**config.mk**
```make
export PLATFORM = sky130hd
export DESIGN_NAME = forward_ctrl
export DESIGN_NICKNAME = d
export VERILOG_FILES = /design/src/rtl/fwd_pkg.sv /design/src/rtl/fwd_shadow_stage.sv /design/src/rtl/forward_ctrl.sv
export SDC_FILE = /design/constraint.sdc
export NUM_CORES = 1
export LEC_CHECK = 0
export ABC_AREA = 1
export CAP_MARGIN = 20
export CORE_ASPECT_RATIO = 1.2
export CORE_UTILIZATION = 43
export CTS_CLUSTER_DIAMETER = 40
export CTS_CLUSTER_SIZE = 25
export DETAILED_ROUTE_END_ITERATION = 12
export PLACE_DENSITY = 0.73
export SYNTH_ARGS = -nofsm -noshare
export SYNTH_HDL_FRONTEND = slang
export SYNTH_SLANG_ARGS = --single-unit
```
**constraint.sdc**
```tcl
create_clock -name clk_i -period 2.2 [get_ports clk_i]
set_input_delay 0.33 -clock clk_i [delete_from_list [all_inputs] [get_ports clk_i]]
set_output_delay 0.33 -clock clk_i [all_outputs]
set_load 0.01 [all_outputs]
```
**src/rtl/fwd_pkg.sv**
```systemverilog
// fwd_pkg: shared types and constants for the forwarding/hazard controller.
//   fwd_sel_t    - 2-bit EX operand-mux select
//   dest_info_t  - destination info tracked per shadow pipeline stage
//   dest_match() - "this stage writes register r" (never true for x0)
package fwd_pkg;

  localparam logic [1:0] FWD_ID_EX  = 2'b00;
  localparam logic [1:0] FWD_WB     = 2'b01;
  localparam logic [1:0] FWD_EX_MEM = 2'b10;
  localparam logic [4:0] REG_X0     = 5'd0;

  typedef logic [1:0] fwd_sel_t;

  typedef struct packed {
    logic [4:0] rd;
    logic       regwrite;
    logic       memread;
  } dest_info_t;

  function automatic logic dest_match(input dest_info_t d, input logic [4:0] r);
    return d.regwrite && (d.rd != REG_X0) && (d.rd == r);
  endfunction

endpackage

```
**src/rtl/fwd_shadow_stage.sv**
```systemverilog
// fwd_shadow_stage: one stage of the destination-info shadow pipeline.
//   clk_i    - clock, rising edge
//   rst_i    - asynchronous active-low reset (clears stage)
//   bubble_i - load an all-zero bubble instead of d_i
//   d_i      - incoming destination info
//   q_o      - registered destination info
module fwd_shadow_stage
  import fwd_pkg::*;
(
  input  logic       clk_i,
  input  logic       rst_i,
  input  logic       bubble_i,
  input  dest_info_t d_i,
  output dest_info_t q_o
);

  dest_info_t stage_q;

  always_ff @(posedge clk_i or negedge rst_i) begin
    if (!rst_i)        stage_q <= '0;
    else if (bubble_i) stage_q <= '0;
    else               stage_q <= d_i;
  end

  assign q_o = stage_q;

endmodule

```
**src/rtl/forward_ctrl.sv**
```systemverilog
// forward_ctrl: forwarding-select and load-use hazard controller for the
// 5-stage core. Selects are computed while the consumer sits in ID and
// registered into EX; the load-use stall is combinational from ID inputs.
// Optional feature macro: FWD_STALL_CNT_EN (adds stall_cnt_o).
//   clk_i, rst_i          - clock / async active-low reset
//   id_valid_i            - ID holds a real instruction
//   id_rs1_i, id_rs2_i    - ID source registers
//   id_use_rs1_i/rs2_i    - ID instruction reads rs1 / rs2
//   id_rd_i               - ID destination register
//   id_regwrite_i         - ID instruction writes rd
//   id_memread_i          - ID instruction is a load
//   flush_i               - ID instruction squashed
//   stall_o               - load-use stall request
//   forward_a_o/_b_o      - registered EX operand selects
//   stall_cnt_o           - stall cycle counter (FWD_STALL_CNT_EN only)
module forward_ctrl
  import fwd_pkg::*;
(
  input  logic       clk_i,
  input  logic       rst_i,
  input  logic       id_valid_i,
  input  logic [4:0] id_rs1_i,
  input  logic [4:0] id_rs2_i,
  input  logic       id_use_rs1_i,
  input  logic       id_use_rs2_i,
  input  logic [4:0] id_rd_i,
  input  logic       id_regwrite_i,
  input  logic       id_memread_i,
  input  logic       flush_i,
  output logic       stall_o,
  output logic [1:0] forward_a_o,
  output logic [1:0] forward_b_o
`ifdef FWD_STALL_CNT_EN
  ,
  output logic [31:0] stall_cnt_o
`endif
);

  dest_info_t id_info;
  dest_info_t ex_q;
  dest_info_t mem_q;
  dest_info_t unused_wb_q;  // WB depth is tracked but not consumed by the selects
  logic       hazard;
  logic       ex_bubble;
  fwd_sel_t   fwd_a_d, fwd_a_q;
  fwd_sel_t   fwd_b_d, fwd_b_q;

  assign id_info = '{rd: id_rd_i, regwrite: id_regwrite_i, memread: id_memread_i};

  fwd_shadow_stage u_ex (
    .clk_i   (clk_i),
    .rst_i   (rst_i),
    .bubble_i(ex_bubble),
    .d_i     (id_info),
    .q_o     (ex_q)
  );

  fwd_shadow_stage u_mem (
    .clk_i   (clk_i),
    .rst_i   (rst_i),
    .bubble_i(1'b0),
    .d_i     (ex_q),
    .q_o     (mem_q)
  );

  fwd_shadow_stage u_wb (
    .clk_i   (clk_i),
    .rst_i   (rst_i),
    .bubble_i(1'b0),
    .d_i     (mem_q),
    .q_o     (unused_wb_q)
  );

  always_comb begin
    hazard = id_valid_i && ex_q.memread && (ex_q.rd != REG_X0) &&
             ((id_use_rs1_i && (ex_q.rd == id_rs1_i)) ||
              (id_use_rs2_i && (ex_q.rd == id_rs2_i)));
    stall_o   = hazard && !flush_i;
    ex_bubble = !id_valid_i || flush_i || stall_o;
  end

  // EX match checked first so the most recent producer wins.
  always_comb begin
    fwd_a_d = FWD_ID_EX;
    fwd_b_d = FWD_ID_EX;
    if (!ex_bubble) begin
      if (id_use_rs1_i && dest_match(ex_q, id_rs1_i))       fwd_a_d = FWD_EX_MEM;
      else if (id_use_rs1_i && dest_match(mem_q, id_rs1_i)) fwd_a_d = FWD_WB;
      if (id_use_rs2_i && dest_match(ex_q, id_rs2_i))       fwd_b_d = FWD_EX_MEM;
      else if (id_use_rs2_i && dest_match(mem_q, id_rs2_i)) fwd_b_d = FWD_WB;
    end
  end

  always_ff @(posedge clk_i or negedge rst_i) begin
    if (!rst_i) begin
      fwd_a_q <= FWD_ID_EX;
      fwd_b_q <= FWD_ID_EX;
    end else begin
      fwd_a_q <= fwd_a_d;
      fwd_b_q <= fwd_b_d;
    end
  end

  assign forward_a_o = fwd_a_q;
  assign forward_b_o = fwd_b_q;

`ifdef FWD_STALL_CNT_EN
  logic [31:0] stall_cnt_q;

  always_ff @(posedge clk_i or negedge rst_i) begin
    if (!rst_i)       stall_cnt_q <= '0;
    else if (stall_o) stall_cnt_q <= stall_cnt_q + 32'd1;
  end

  assign stall_cnt_o = stall_cnt_q;
`else
  // No stall counter in this build.
`endif

endmodule

```
Word-level counts from Yosys, hierarchy flattened
Cells that the tools add are included.
{ "op_classes": {"n_eq_ne": 4, "muxes": 7, "reduce_logical": 23} }
{ "op_table": {"columns": ["cell", "count"], "rows": [
  ["equality test 5 bit", 4],
  ["logical AND 1 bit", 16],
  ["nonzero test 5 bit", 2],
  ["2-to-1 mux 2 bit", 4],
  ["2-to-1 mux 7 bit", 1],
  ["logical OR 1 bit", 3],
  ["logical NOT 1 bit", 2],
  ["2-to-1 mux 1 bit", 2]
]} }
{ "word_totals": {"register_bits": 17, "inputBits": 23, "out_inout_bits": 5, "wordCells": 41} }

Longest topological paths before layout
Gate-level depths: netlist (run 1).
{ "depth": {"ltp_word": 7, "mapped_depth": 10, "mapped_depth_nobuf": 9} }

Hierarchy
Synthesis (run 1) repeated with hierarchy kept, for this count alone.
{ "hier_totals": {"cells_unflattened": 162, "hier_area_um2": 1054.8} }
{ "modules_own_cells": {"columns": ["module", "n_inst", "cells_per_inst", "area_each_um2"], "rows": [
  ["forward_ctrl", 1, 120, 599.3],
  ["fwd_shadow_stage", 2, 21, 227.7]
]} }

Worst setup path after synthesis (run 1)
Ideal clock, no wire load.
{ "synth_path": {"path_type": "flip-flop to output port", "from": "register u_ex.stage_q, in the netlist u_ex.q_o[2]", "to": "output port stall_o", "arrival_ns": 0.895, "required_ns": 1.870, "setup_slack_ns": 0.975, "path_stages_with_launch": 9, "path_buffers": 0, "cell_sequence": "dfrtp_1 > inv_1 > nand2_1 > nand2_1 > nor2_1 > nand3_1 > nand2_1 > nand2_2 > inv_1"} }
{ "synth_via": {"elab_chain_cells": 5} }
{ "synth_rtl": {"columns": ["element", "line_no", "text"], "rows": [
  ["start: declaration", "fwd_shadow_stage.sv:17", "dest_info_t stage_q;"],
  ["start signal: assignment", "fwd_shadow_stage.sv:22", "else stage_q <= d_i;"],
  ["equality test 5 bit (on tied branches)", "forward_ctrl.sv:76, forward_ctrl.sv:77", null],
  ["logical AND 1 bit (on tied branches)", "forward_ctrl.sv:76, forward_ctrl.sv:77", null],
  ["logical OR 1 bit", "forward_ctrl.sv:76", "((id_use_rs1_i && (ex_q.rd == id_rs1_i)) ||"],
  ["logical AND 1 bit (*)", "forward_ctrl.sv:75", "hazard = id_valid_i && ex_q.memread && (ex_q.rd != REG_X0) &&"],
  ["logical AND 1 bit (*)", "forward_ctrl.sv:78", "stall_o = hazard && !flush_i;"],
  ["end: declaration", "forward_ctrl.sv:30", "output logic stall_o,"]
]} }
Mark *: on every way between the ends. The rest lies on a longest branch, timed or not.

Worst setup path in the final report (run 1)
{ "layout_path": {"from": "input port id_rs1_i[3]", "to": "output port stall_o"} }
{ "layout_via": {"elab_chain_cells": 5} }
{ "layout_rtl": {"columns": ["element", "line_no", "text"], "rows": [
  ["start: declaration", "forward_ctrl.sv:22", "input logic [4:0] id_rs1_i,"],
  ["equality test 5 bit", "forward_ctrl.sv:76", null],
  ["logical AND 1 bit", "forward_ctrl.sv:76", null],
  ["logical OR 1 bit", "forward_ctrl.sv:76", null],
  ["logical AND 1 bit", "forward_ctrl.sv:75", null],
  ["logical AND 1 bit", "forward_ctrl.sv:78", null]
]} }
No other way between the ends.

==> results.yml, run 1 <==
synth:
  syn_area_per_cell_um2: 6.59
  yosysUniqueCellTypes: 14
  ys_warn_count: 0
  synth_seq_area_share_pct: 43.0
  syn_inst: 150
  synth.cell_area_um2: 988
  synth_nets: 173
  synth-seq-cells: 17
power:
  combPwrFrac_pct: 21.1
  p_sw_share_pct: 25.6
  power_leakage_nw: 0.754
  switchingPower_mw: 0.158
  p_per_area_mw_per_mm2: 445
  power.share.sequential_pct: 53.6
  clkPwrFrac_pct: 25.3
  p_int_mw: 0.459
  peakVddDrop_uv: 427
timing:
  setup-tns-final_ns: 0
  finalCriticalPeriod_ns: 1.98
  slew_viol_final: 0
  setup_violations: 0
  max_freq_mhz: 506
  maxSlewHeadroom_pct: 52.8
  rsz0062_at_grt: "false"
  worst_pin_slew_ns: 0.706
  period_share_pct: 89.9
  hold_viol_final: 0
  finClkSkew_ns: 0.00751
floorplan:
  std_cell_rows: 18
  core_area_mm2: 0.00212
  chipWidth_um: 45.8
  die_area_mm2: 0.00250
  start_util_pct: 46.7
  die_height_um: 54.5
  ioPinCount: 28
worst_setup_path:
  timing.critical_path.mode_cell: "nand2_1"
  cpPeakStageDelay_ns: 0.49
  end_kind: "output pin"
  crit_buf_inv: 4
  start_kind: "input port"
  cp.required_ns: 1.87
  worst-endpoint-arrival_ns: 1.65
  cp-startpoint: "id_rs1_i[3]"
  slowest_stage: "clkdlybuf4s50_1"
  r2r-start: "u_ex.q_o[2]$_DFF_PN0_"
  crit_fanout: 3
  crit_type: "input port to output pin"
  path_delay_family: "buffers and inverters"
  path_depth: 10
  crit_chain: "clkdlybuf4s50_1, inv_1, nand2_1, nand2_1, nor2_1, nand3_1, nand2_1, nand2_2, inv_1, dlygate4sd2_1"
  ff2ff_path_depth: 10
clock_tree:
  cts.clk_slew.worst_paths_ns: 0.08
  hold_buffers: 0
  cts_made_buffers: 3
  clock-root-buffer: "clkbuf_4"
  cts_htree_levels: 1
  clkSinkCount: 17
  cts.path.max_buffers: 2
  tritoncts: "yes"
  clk_latency_ns: 0.28
global_routing:
  overflow: 0
  grt_pass1_wl_um: 3840
  antenna_found_initial: 0
  grt_pass1_vias: 963
  track_usage_pct: 22.0
  grt_max_degree: 18
finish:
  areaGrowthSynthToFinish_pct: 40.1
  drive_above_1_share_pct: 9.47
  finalNetCount: 214
  layout_commonest_cell: "nand2_1"
  fillers: 210
  n_antenna_cell: 0
  final_cell_mix: "nand2_1 (44), inv_1 (29), nor2_1 (29)"
  postLayoutCellArea_mm2: 0.00139
  finish.utilization_pct: 65.4
route:
  post_drt_via_cell_ratio: 4.42
  drt-total-wl_um: 2310
  remaining_drc_errors: 0
  avgRoutedWirePerCell_um: 10.5
  antenna_left: 0
  drt_first_pass_iters: 4
  vias: 973
  drt-initial-drc-count: 7
min_path:
  hp-class: "flip-flop to flip-flop"
  hold_path_depth: 0
  hold_start: "u_ex.q_o[1]$_DFF_PN0_"
place:
  portBuffers: 27
  place_congestion: 0.895
  dp_hpwl_um: 1960
  placed_area_mm2: 0.00136
run_status:
  status: "finished, final reports clean"
job:
  cap_violations: 0
-- kinds of logic after synthesis --
| kind of cell | after synthesis | synth area share, % |
|---|---|---|
| AO/OA/AOI/OAI | 8 | 4.05 |
| flip-flops | 17 | 43.0 |
| AND/OR/NAND/NOR | 92 | 38.6 |
| XOR/XNOR | 2 | 1.77 |
| buffers and inverters | 31 | 12.5 |
-- per-stage QoR --
stage / instances / power, mW / hold WS, ns / setup slack [ns]
floorplan: 150 / 0.393 / 0.0344 / 0.975
global placement: 216 / 0.465 / 0.361 / -0.0358
detailed placement: 216 / 0.467 / 0.375 / -0.0476
CTS: 220 / 0.627 / 0.395 / 0.214
global route: 220 / 0.652 / 0.407 / 0.0817
finish: 220 / 0.617 / 0.387 / 0.222
-- synthesized netlist by cell type --
| master | n | share of area [%] |
|---|---|---|
| nor2_1 | 29 | 11 |
| nand3_1 | 9 | 4.6 |
| xor2_1 | 2 | 1.8 |
| nand2_1 | 44 | 17 |
| buf_6 | 1 | 1.1 |
| nor3b_1 | 2 | 1.5 |
| nor2_2 | 2 | 1.3 |
| nand2_2 | 2 | 1.3 |
| nor3_1 | 2 | 1.0 |
| inv_2 | 1 | 0.38 |
| nand4_1 | 2 | 1.3 |
| dfrtp_1 | 17 | 43 |
| inv_1 | 29 | 11 |
| o21ai_0 | 8 | 4.1 |
-- path summary, 6_finish.rpt --
check,endpoint,slack [ns]
worst min register to register,u_mem.q_o[1]$_DFF_PN0_,0.39
worst max register to register,forward_b_o[0]$_DFF_PN0_,0.68
worst min-delay path,u_mem.q_o[1]$_DFF_PN0_,0.39
max in group asynchronous,u_ex.q_o[3]$_DFF_PN0_,1.28
min in group asynchronous,u_mem.q_o[5]$_DFF_PN0_,0.47
worst max-delay path,stall_o,0.22
-- registers in the layout (all words and copies together) (netlist names) --
signal,cells
forward_a_o,2
u_ex.q_o,7
u_mem.q_o,6
forward_b_o,2
-- layout make-up --
| type | count | area [um^2] | area share [%] |
|---|---|---|---|
| Tap cell | 30 | 37.5 | 2.71 |
| Multi-Input combinational cell | 102 | 439 | 31.7 |
| Inverter | 30 | 113 | 8.13 |
| Sequential cell | 17 | 425 | 30.7 |
| Timing Repair Buffer | 37 | 344 | 24.8 |
| Clock buffer | 4 | 26.3 | 1.90 |
-- power groups by stage --
stage	sequential (mW)	combinational [mW]	clock (mW)
global route	0.332	0.146	0.174
detailed placement	0.337	0.130	0
global placement	0.337	0.128	0
CTS	0.331	0.131	0.165
finish	0.331	0.130	0.156
floorplan	0.334	0.0594	0
-- per-layer routing --
metal / vias to the layer above / share of wire, % / global-route usage (%)
met5: - / 0 / 0
met4: 0 / 1.6 / 10.8
met3: 4 / 2.6 / 0.990
met2: 18 / 52 / 40.5
met1: 427 / 44 / 25.6
li1: 524 / - / -
-- repair_timing --
action,4_1_cts,5_1_grt
endpoints found under the hold margin,0,0
setup endpoints to repair,1,0
setup buffers,0,0
resized for setup,1,0
Power figures use the tool's default switching activity.
==> run 2, diff against run 1 <==
- HOLD_SLACK_MARGIN: not set -> 0.03
==> results of run 2 <==
No change in the layout: final DEF, timing and power equal those of run 1.
==> run 3, diff against run 2 <==
--- a/config.mk
+++ b/config.mk
@@ -14,6 +14,7 @@
 export DETAILED_ROUTE_END_ITERATION = 12
 export HOLD_SLACK_MARGIN = 0.03
-export PLACE_DENSITY = 0.73
+export PLACE_DENSITY = 0.71
 export SYNTH_ARGS = -nofsm -noshare
 export SYNTH_HDL_FRONTEND = slang
+export SYNTH_HIERARCHICAL = 1
 export SYNTH_SLANG_ARGS = --single-unit
==> constraint.sdc (replaced) <==
create_clock -name clk_i -period 2.2 [get_ports clk_i]
set_input_delay 0.33 -clock clk_i [delete_from_list [all_inputs] [get_ports clk_i]]
set_output_delay 0.33 -clock clk_i [all_outputs]
set_load 0.005 [all_outputs]
==> results.yml, run 3 <==
finish:
  largest_register_ff_count: 7
  finish.utilization_pct: 62.9
  postLayoutCellArea_mm2: 0.00142
  drive_above_1_share_pct: 10.4
  finalNetCount: 225
  layout_commonest_cell: "nand2_1"
  areaGrowthSynthToFinish_pct: 38.9
  final_cell_mix: "nand2_1 (45), inv_1 (33), nor2_1 (29)"
  n_antenna_cell: 0
power:
  peakVddDrop_uv: 314
  fin_total_pwr_mw: 0.630
  power_leakage_nw: 0.771
  combPwrFrac_pct: 20.6
  clkPwrFrac_pct: 27.4
  p_int_mw: 0.455
  switchingPower_mw: 0.175
  power.share.sequential_pct: 52.0
  p_per_area_mw_per_mm2: 444
  p_sw_share_pct: 27.7
route:
  drt_first_pass_iters: 4
  remaining_drc_errors: 0
  vias: 1109
  drt-initial-drc-count: 40
  avgRoutedWirePerCell_um: 10.7
  post_drt_via_cell_ratio: 4.78
  antenna_left: 0
  drt-total-wl_um: 2470
floorplan:
  die_height_um: 55.4
  core_area_mm2: 0.00226
  ioPinCount: 28
  die_area_mm2: 0.00258
  start_util_pct: 45.3
  chipWidth_um: 46.5
  std_cell_rows: 19
worst_setup_path:
  reg2reg_slack_ns: 0.85
  crit_chain: "clkdlybuf4s50_1, inv_1, nand2_1, nand2_1, nor2_2, nand3_1, nand2_1, nand2_2, inv_1, dlygate4sd2_1"
  path_depth: 10
  cpPeakStageDelay_ns: 0.48
  crit_fanout: 3
  cp.required_ns: 1.87
  slowest_stage: "clkdlybuf4s50_1"
  worst-endpoint-arrival_ns: 1.67
  cp-endpoint: "stall_o"
  r2r-end: "u_ex/q_o[4]$_DFF_PN0_"
  timing.critical_path.mode_cell: "nand2_1"
  end_kind: "output pin"
  crit_type: "input port to output pin"
  start_kind: "input port"
  cp-startpoint: "id_rs1_i[0]"
  crit_buf_inv: 4
  path_delay_family: "buffers and inverters"
  ff2ff_path_depth: 8
  r2r-start: "u_ex/q_o[2]$_DFF_PN0_"
global_routing:
  overflow: 0
  grt_pass1_wl_um: 4250
  track_usage_pct: 22.3
  grt_pass1_vias: 1118
  grt_max_degree: 18
  antenna_found_initial: 0
timing:
  finalCriticalPeriod_ns: 2.00
  slew_viol_final: 0
  hold_viol_final: 0
  setup_violations: 0
  rsz0062_at_grt: "false"
  finalWorstSetupSlack_ns: 0.205
  max_freq_mhz: 501
  finClkSkew_ns: 0.00396
  period_share_pct: 90.7
  fin_hold_ws_ns: 0.338
clock_tree:
  clk_latency_ns: 0.30
  clock-root-buffer: "clkbuf_4"
  cts_made_buffers: 3
  tritoncts: "yes"
  cts.path.max_buffers: 2
  cts.clk_slew.worst_paths_ns: 0.10
  clkSinkCount: 17
  hold_buffers: 0
  cts_htree_levels: 1
job:
  cap_violations: 0
place:
  dp_hpwl_um: 2040
  portBuffers: 27
  dp_slack_ns: -0.124
  place_congestion: 0.889
  placed_area_mm2: 0.00140
run_status:
  status: "finished, final reports clean"
synth:
  syn_area_per_cell_um2: 6.43
  ys_warn_count: 6
  synth.cell_area_mm2: 0.00102
  syn_inst: 159
min_path:
  hp-class: "input port to asynchronous set/reset pin"
[run 3: layout make-up]
cell class / count / area (um^2)
fillers: 226 / 838
multi-input cells: 111 / 483
flip-flops and latches: 17 / 425
repair buffers: 33 / 312
inverters: 36 / 135
well taps: 31 / 38.8
clock buffers: 4 / 26.3
[run 3: power by group through the flow]
| stage | combinational (mW) | clock, mW | sequential, mW |
|---|---|---|---|
| after CTS | 0.130 | 0.173 | 0.328 |
| final | 0.130 | 0.172 | 0.328 |
| after detailed placement | 0.130 | 0 | 0.334 |
| after global placement | 0.126 | 0 | 0.333 |
| after floorplan | 0.0578 | 0 | 0.331 |
| after global routing | 0.146 | 0.183 | 0.328 |
[run 3: worst register-to-register path, stage by stage (launching register included)]
cell     delay (ns)
dfrtp_1        0.47
nand2_1        0.10
nand2_1        0.07
nor2_2         0.15
nand3_1        0.09
nand2_1        0.08
nand2_2        0.07
nand2_4        0.14
nor2_1         0.07
[run 3: worst min-delay path by stage]
| stage | from | endpoint | slack, ns | cells after the start |
|---|---|---|---|---|
| after global placement | u_ex/q_o[1]$_DFF_PN0_ | u_mem/q_o[1]$_DFF_PN0_ | 0.47 | 2 |
| after global routing | rst_i | u_mem/q_o[3]$_DFF_PN0_ | 0.36 | 2 |
| after detailed placement | u_ex/q_o[1]$_DFF_PN0_ | u_mem/q_o[1]$_DFF_PN0_ | 0.51 | 2 |
| after CTS | rst_i | forward_b_o[0]$_DFF_PN0_ | 0.35 | 2 |
| after floorplan | rst_i | forward_a_o[0]$_DFF_PN0_ | 0.03 | 0 |
| final | rst_i | forward_b_o[0]$_DFF_PN0_ | 0.34 | 2 |
[run 3: metrics by stage]
stage,setup TNS [ns],std cells
floorplan,0,164
detailed placement,-0.124,228
global placement,-0.0513,228
global route,0,232
finish,0,232
CTS,0,232
[run 3: per-layer routing]
metal,track usage [%],wire [um],vias up
li1,-,-,542
met1,24.1,961,510
met2,40.7,1310,46
met3,2.29,147,11
met4,9.24,59,0
met5,0,0,-
[run 3: timing repair]
action	CTS	global route
setup endpoints to repair	1	0
gates resized for setup	4	0
buffers inserted	0	0
